`src/rtl/cpu_instr_sequencer.sv`:
```
// cpu_instr_sequencer: issues a stored program to simple_cpu, each word held HOLD_CYCLES clocks
module cpu_instr_sequencer #(
  parameter int INSTR_WIDTH = 20,
  parameter int PC_BITS = 4,
  parameter int HOLD_CYCLES = 4
) (
  input  logic                   clk,
  input  logic                   rst,
  input  logic                   prog_we,
  input  logic [PC_BITS-1:0]     prog_addr,
  input  logic [INSTR_WIDTH-1:0] prog_wdata,
  input  logic [PC_BITS:0]       prog_len,
  input  logic                   start,
  input  logic                   abort,
  output logic [INSTR_WIDTH-1:0] instruction,
  output logic [PC_BITS-1:0]     pc,
  output logic                   busy,
  output logic                   done,
  output logic                   prog_err
);
  localparam int DEPTH = 2 ** PC_BITS;
  localparam int HW = $clog2(HOLD_CYCLES + 1);
  localparam logic [HW-1:0] HOLD_INIT = HW'(HOLD_CYCLES - 1);
  localparam logic [PC_BITS:0] DEPTH_LEN = (PC_BITS + 1)'(DEPTH);
  typedef enum logic [1:0] {IDLE, RUN, DONE} state_t;
  state_t state, state_n;
  logic [INSTR_WIDTH-1:0] store [DEPTH];
  logic [INSTR_WIDTH-1:0] instruction_n, first_word;
  logic [PC_BITS-1:0] pc_n;
  logic [PC_BITS:0] len, len_n, len_clamp;
  logic [HW-1:0] hold, hold_n;
  logic busy_n, done_n, err_n, wr;
  assign wr = prog_we && state != RUN;
  // a write landing on the start edge must be seen by the first fetch
  assign first_word = (wr && prog_addr == '0) ? prog_wdata : store[0];
  assign len_clamp = prog_len > DEPTH_LEN ? DEPTH_LEN : prog_len;
  always_ff @(posedge clk)
    if (wr) store[prog_addr] <= prog_wdata;
  always_comb begin
    state_n = state;
    instruction_n = instruction;
    pc_n = pc;
    hold_n = hold;
    len_n = len;
    busy_n = busy;
    done_n = 1'b0;
    err_n = prog_we && state == RUN;
    case (state)
      IDLE: if (start && !abort) begin
        len_n = len_clamp;
        if (len_clamp == '0) begin
          state_n = DONE;
          done_n = 1'b1;
        end else begin
          state_n = RUN;
          pc_n = '0;
          instruction_n = first_word;
          hold_n = HOLD_INIT;
          busy_n = 1'b1;
        end
      end
      RUN: if (abort) begin
        state_n = IDLE;
        instruction_n = '0;
        busy_n = 1'b0;
        pc_n = '0;
        hold_n = '0;
      end else if (hold != '0) begin
        hold_n = hold - 1'b1;
      end else if ({1'b0, pc} == len - 1'b1) begin
        state_n = DONE;
        instruction_n = '0;
        busy_n = 1'b0;
        done_n = 1'b1;
      end else begin
        pc_n = pc + 1'b1;
        instruction_n = store[pc + 1'b1];
        hold_n = HOLD_INIT;
      end
      DONE: begin
        state_n = IDLE;
        pc_n = '0;
      end
      default: state_n = IDLE;
    endcase
  end
  always_ff @(posedge clk or posedge rst)
    if (rst) begin
      state <= IDLE;
      instruction <= '0;
      pc <= '0;
      hold <= '0;
      len <= '0;
      busy <= 1'b0;
      done <= 1'b0;
      prog_err <= 1'b0;
    end else begin
      state <= state_n;
      instruction <= instruction_n;
      pc <= pc_n;
      hold <= hold_n;
      len <= len_n;
      busy <= busy_n;
      done <= done_n;
      prog_err <= err_n;
    end
endmodule

```
`config.mk`:
```
export PLATFORM = sky130hd
export DESIGN_NAME = cpu_instr_sequencer
export DESIGN_NICKNAME = d
export VERILOG_FILES = /design/src/rtl/cpu_instr_sequencer.sv
export SDC_FILE = /design/constraint.sdc
export NUM_CORES = 1
export LEC_CHECK = 0
export ABC_AREA = 1
export BUFFER_PORTS_ARGS = -buffer_cell sky130_fd_sc_hd__buf_2
export CORE_MARGIN = 4
export CORE_UTILIZATION = 30
export CTS_BUF_LIST = sky130_fd_sc_hd__clkbuf_4
export DETAILED_ROUTE_END_ITERATION = 7
export GPL_ROUTABILITY_DRIVEN = 0
export PLACE_DENSITY_LB_ADDON = 0.08
export SLEW_MARGIN = 20
export SYNTH_ARGS = -nofsm -noshare
export SYNTH_HDL_FRONTEND = slang
export SYNTH_SLANG_ARGS = --single-unit
```
`constraint.sdc`:
```
create_clock -name clk -period 3.6 [get_ports clk]
set_input_delay 0.72 -clock clk [delete_from_list [all_inputs] [get_ports clk]]
set_output_delay 0.72 -clock clk [all_outputs]
set_load 0.01 [all_outputs]
```
==> results of run 1 <==
kinds of logic after synthesis:
logic type                 after synthesis
DFF                                    357
xor gates and xnor gates                 5
and+or+nand+nor                        800
buffers and inverters                  110
adders and majority gates                4
AOI/OAI and AO/OA                       53
synth_stat cells (all sizes together):
cell type / n / share of area
nor2: 109 / 0.028
xor2: 4 / 0.0024
nand3: 295 / 0.099
ha: 4 / 0.0034
nor3: 1 / 0.00034
inv: 32 / 0.0081
nand4: 23 / 0.0097
o22ai: 1 / 0.00042
nand2: 371 / 0.094
clkbuf: 20 / 0.0052
o21ai: 29 / 0.010
buf: 58 / 0.023
or2: 1 / 0.00042
edfxtp: 320 / 0.65
a21oi: 23 / 0.0077
xnor2: 1 / 0.00059
dfrtp: 37 / 0.062
cell type report:
class	instances	area, um^2	area share
well taps	664	831	0.0479
repair buffers	95	613	0.0353
flip-flops and latches	357	10500	0.607
multi-input cells	862	3890	0.224
inverters	32	123	0.00706
clock inverters	26	151	0.00872
clock buffers	161	1210	0.0696
diodes	2	5.00	0.000288
critical path: stages, from the launching register on:
cell and delay [ns]:
dfrtp_4 0.61, buf_12 0.51, buf_2 0.26
layer usage:
layer	track usage	vias up	routed length, um
met1	0.261	5128	22900
met2	0.258	283	20400
li1	-	4983	-
met5	0	-	12
met3	0.0413	73	2610
met4	0.0496	2	945
per-stage QoR:
step | power, mW | area [um^2] | cells
after floorplan | 7.64 | 14900 | 1329
after global placement | 9.02 | 16000 | 2010
after detailed placement | 9.02 | 16000 | 2010
after CTS | 13.0 | 17400 | 2197
after global routing | 13.7 | 17400 | 2198
final | 12.8 | 17400 | 2199
power groups by stage:
stage	registers, mW	clock network [mW]	logic [mW]
final	5.00	3.92	3.85
after global routing	5.03	4.30	4.35
after CTS	5.01	4.07	3.94
after detailed placement	5.10	0	3.93
after global placement	5.10	0	3.93
after floorplan	5.03	0	2.61
path summary, 6_finish.rpt:
| path | startpoint | endpoint | slack (ns) | depth (start not counted) |
|---|---|---|---|---|
| min in group clk | prog_len[3] | len[3] | 0.15 | 3 |
| hold reg to reg | hold[1] | hold[1] | 0.48 | 2 |
| max in group asynchronous | rst | pc[0] | 2.78 | 2 |
| hold / removal | rst | instruction[7] | 0.11 | 2 |
| setup reg to reg | state[0] | instruction[5] | 0.95 | 10 |
| setup / recovery | pc[0] | pc[0] | 0.55 | 2 |
flip-flops by register name, indices dropped and copies added, names as in the netlist:
| register | cells |
|---|---|
| prog_err | 1 |
| pc | 4 |
| busy | 1 |
| instruction | 20 |
| len | 5 |
| state | 2 |
| done | 1 |
| store | 320 |
| hold | 3 |
==> flow_metrics.tcl, run 1 <==
set metrics [dict create \
    worst_skew_pair.late_latency_ns 0.83 \
    clock_root_buffer "clkbuf_4" \
    finalHoldViolCount 0 \
    drt-vias-per-instance 4.76 \
    cp_data_required_time_ns 2.88 \
    mappedNetlistNets 1367 \
    via_count 10500 \
    proportion_of_synthesized_area_in_mux_cells 0 \
    worst_ep_arrival_time_ns 2.33 \
    hold_ws_ns 0.107 \
    synth_xor_area_frac 0.00294 \
    irDropWorstVdd_uv 438 \
    postRouteWirelength_mm 46.9 \
    syn_inst 1329 \
    grt_max_degree 148 \
    syn_to_final_growth_pct 16.6 \
    wire_length_of_the_first_global_routing_pass_mm 69.8 \
    p_comb_frac 0.301 \
    report.final.setup_viol 0 \
    mean_instance_size_in_the_synthesized_netlist_um2 11.2 \
    crit_type "flip-flop to primary output" \
    design.portCount 61 \
    clock_sinks 357 \
    final_core_util 0.354 \
    synth-warning-count 0 \
    die_area_um2 53300 \
    timing.max_slew.rel_slack 0.364 \
    synth_compound_area_frac 0.0181 \
    post-dp-hpwl_mm 26.6 \
    synth-adder-area-share 0.00336 \
    floorplan.initialDensity 0.304 \
    post-cts-setup-buffer-count 0 \
    synth-seq-cells 357 \
    timing.final.crit_share 0.848 \
    skew_ns 0.0472 \
    cp-end-kind "primary output" \
    count_of_buffers_from_port_buffering 60 \
    wire_per_inst_um 21.3 \
    power_frac_seq 0.392 \
    layout.cells.most_common_list "nand2_1, edfxtp_1, nand3_1, clkbuf_4, nor2_1" \
    combinational_family_with_the_most_area_after_synthesis "simple AND/OR/NAND/NOR gates" \
    grt_antenna_before_repair 3 \
    tritoncts "built" \
    drt_pass1_iterations 5 \
    fill_cells 5005 \
    layout.cells.most_common "nand2_1" \
    crit_fanout 147 \
    critical_path.startpoint_type "flip-flop" \
    power_density_nw_per_um2 735 \
    cts.path.max_buffers 3 \
    p_switching_mw 4.69 \
    grtUsageTotal 0.176 \
    drt.antenna.violating_nets 0 \
    run_status "finished clean" \
    p_int_mw 8.08 \
    yosysUniqueCellTypes 28 \
    cts_resized 0 \
    grt-ovfl-total 0 \
    drive_above_1_share 0.193 \
    swShare 0.367 \
    fin_tns_setup_ns 0 \
    nets 1488 \
    drt_iter0_drc 799 \
    yosysSeqAreaShare 0.707 \
    rsz_0062_raised_after_global_routing "false" \
    die_w_um 231 \
    floorplan.die.height_um 231 \
    tritoncts_buffers 102 \
    path_type_of_the_worst_min_delay_path "input pin to asynchronous set/reset pin" \
    post-route-min-period_ns 3.05 \
    place_worst_setup_slack_ns 0.856 \
    cellLeakagePower_nw 6.48 \
    share_clk_of_total_power 0.307 \
    synth_simple_gate_area_frac 0.232 \
    grt_pass1_vias 10400 \
    clk_transition_reported_paths_ns 0.07 \
    hold_buffers 0 \
    fp.coreArea_um2 49100 \
    layout_setup_ws_ns 0.549 \
    maxSlewViolCount 0 \
    maxClockFrequency_ghz 0.328 \
    std_cell_rows 81 \
    cap_viol_max_count 0 \
    post_synth_instance_area_um2 14900 \
    drc_errors 0 \
    cts_htree_levels 3 \
    worst_slew_pin_slew_ns 0.953 \
]
Note: power is estimated with default switching activity, not from simulation.
==> run 2, diff against run 1 <==
- clock period: 3.6 -> 3.1 ns (I/O delays scaled with it)
==> flow_metrics.tcl, run 2 (same netlist as run 1, synthesis figures left out) <==
set metrics [dict create \
    timing.final.crit_share 0.930 \
    cellLeakagePower_nw 6.58 \
    max_reg_flops 320 \
    regMostFlops "store" \
    grtUsageTotal 0.176 \
    hold_path_depth 1 \
    finalHoldViolCount 0 \
    fin_tns_setup_ns 0 \
    critical_path_depth 2 \
    grt_antenna_before_repair 3 \
    hold_path_startpoint "prog_wdata[7]" \
    report.final.setup_viol 0 \
    run_status "finished clean" \
    design.portCount 61 \
    clk_transition_reported_paths_ns 0.07 \
    share_clk_of_total_power 0.314 \
    clock_root_buffer "clkbuf_4" \
    worst_skew_pair.late_latency_ns 0.82 \
    std_cell_rows 81 \
    grt_pass1_vias 10500 \
    cp.buffers_inverters 2 \
    post-route-min-period_ns 2.88 \
    hold_ws_ns 0.130 \
    place_worst_setup_slack_ns 0.818 \
    final_cells 2215 \
    power_frac_seq 0.385 \
    swShare 0.361 \
    die_area_um2 53300 \
    layout_setup_ws_ns 0.217 \
    drive_above_1_share 0.198 \
    reg2reg_setup_slack_ns 0.86 \
    path_type_of_the_worst_min_delay_path "input pin to flip-flop" \
    p_int_mw 9.70 \
    worst_ep_arrival_time_ns 2.26 \
    p_switching_mw 5.49 \
    count_of_buffers_from_port_buffering 60 \
    layout.cells.most_common_list "nand2_1, edfxtp_1, nand3_1, clkbuf_4, nor2_1" \
    irDropWorstVdd_uv 476 \
    largestRegisters "store x320, instruction x20, len x5" \
    r2r-start "pc[0]" \
    reg2reg_to "instruction[11]" \
    drt-vias-per-instance 4.75 \
    maxSlewViolCount 0 \
    die_w_um 231 \
    clock_sinks 357 \
    post-dp-hpwl_mm 25.6 \
    floorplan.die.height_um 231 \
    power_density_nw_per_um2 864 \
    drt.antenna.violating_nets 0 \
    cp-end-kind "primary output" \
    maxClockFrequency_ghz 0.347 \
    skew_ns 0.0394 \
    nets 1497 \
    drc_errors 0 \
    r2r_cells 7 \
    cts.path.max_buffers 3 \
    p_comb_frac 0.302 \
    worst_slew_pin_slew_ns 0.839 \
    placed_cell_count 2014 \
    drt_pass1_iterations 7 \
    rsz_0062_raised_after_global_routing "false" \
    crit_fanout 64 \
    holdPathEnd "store[15][7]" \
    path_cells "buf_4 -> buf_2" \
    layout.cells.most_common "nand2_1" \
    drt_iter0_drc 760 \
    grt-ovfl-total 0 \
    critical_path.startpoint_type "flip-flop" \
    floorplan.initialDensity 0.304 \
    syn_to_final_growth_pct 18.0 \
    postRouteWirelength_mm 46.8 \
    worst_path_dominant_cell_family "buffers and inverters" \
    via_count 10500 \
    tritoncts "built" \
    cap_viol_max_count 0 \
    wire_per_inst_um 21.1 \
    wire_length_of_the_first_global_routing_pass_mm 69.7 \
    timing.critical_path.slowest_stage_cell "buf_4" \
    timing.max_slew.rel_slack 0.441 \
    cp_data_required_time_ns 2.48 \
    largest_stage_delay_on_the_critical_path_ns 0.64 \
    tritoncts_buffers 102 \
    fp.coreArea_um2 49100 \
    crit_type "flip-flop to primary output" \
    grt_max_degree 70 \
    cts_htree_levels 3 \
]
run 2: cell type report:
| type | count | area (um^2) |
|---|---|---|
| diodes | 4 | 10.0 |
| clock buffers | 166 | 1250 |
| clock inverters | 26 | 206 |
| fillers | 4978 | 31500 |
| inverters | 32 | 123 |
| multi-input cells | 862 | 3890 |
| flip-flops and latches | 357 | 10500 |
| well taps | 664 | 831 |
| repair buffers | 104 | 731 |
run 2: metal layers:
metal,GRT usage,wire [um],up-vias
li1,-,-,5006
met1,0.258,23300,5149
met2,0.262,20300,280
met5,0,0,-
met3,0.0359,2220,97
met4,0.0537,1070,0
run 2: worst max-delay path by stage:
stage / startpoint / end / slack [ns]
after global routing: pc[0] / pc[0] / 0.03
after CTS: pc[0] / pc[0] / 0.08
after detailed placement: pc[0] / instruction[11] / 0.82
after global placement: pc[0] / instruction[17] / 0.81
after floorplan: prog_we / store[10][0] / 0.90
final: pc[0] / pc[0] / 0.22
run 2: power groups by stage:
stage	Combinational [mW]	Sequential [mW]	Clock [mW]
6_report	4.58	5.84	4.77
3_5_place_dp	4.66	5.94	0
5_1_grt	5.17	5.86	5.20
3_3_place_gp	4.66	5.94	0
2_1_floorplan	3.03	5.84	0
4_1_cts	4.68	5.84	4.95
run 2: stage by stage:
stage / cell area [um^2] / total power, mW / utilization
floorplan: 14900 / 8.87 / -
global placement: 16100 / 10.6 / 0.327
detailed placement: 16100 / 10.6 / 0.327
CTS: 17600 / 15.5 / 0.358
global route: 17600 / 16.2 / 0.358
finish: 17600 / 15.2 / 0.358
run 2: timing repair:
action / in CTS / in global routing
hold buffers: 5 / 0
resized for setup: 0 / 0
buffers inserted: 0 / 0
hold endpoints to repair: 25 / 0
run 2: worst reg2reg max path, stage by stage (launching register included):
cell and delay [ns]:
dfrtp_4 0.49, buf_4 0.38, nand3_1 0.26, xor2_2 0.17, buf_4 0.37, nand3_1 0.25, nand4_1 0.15, a21oi_1 0.07
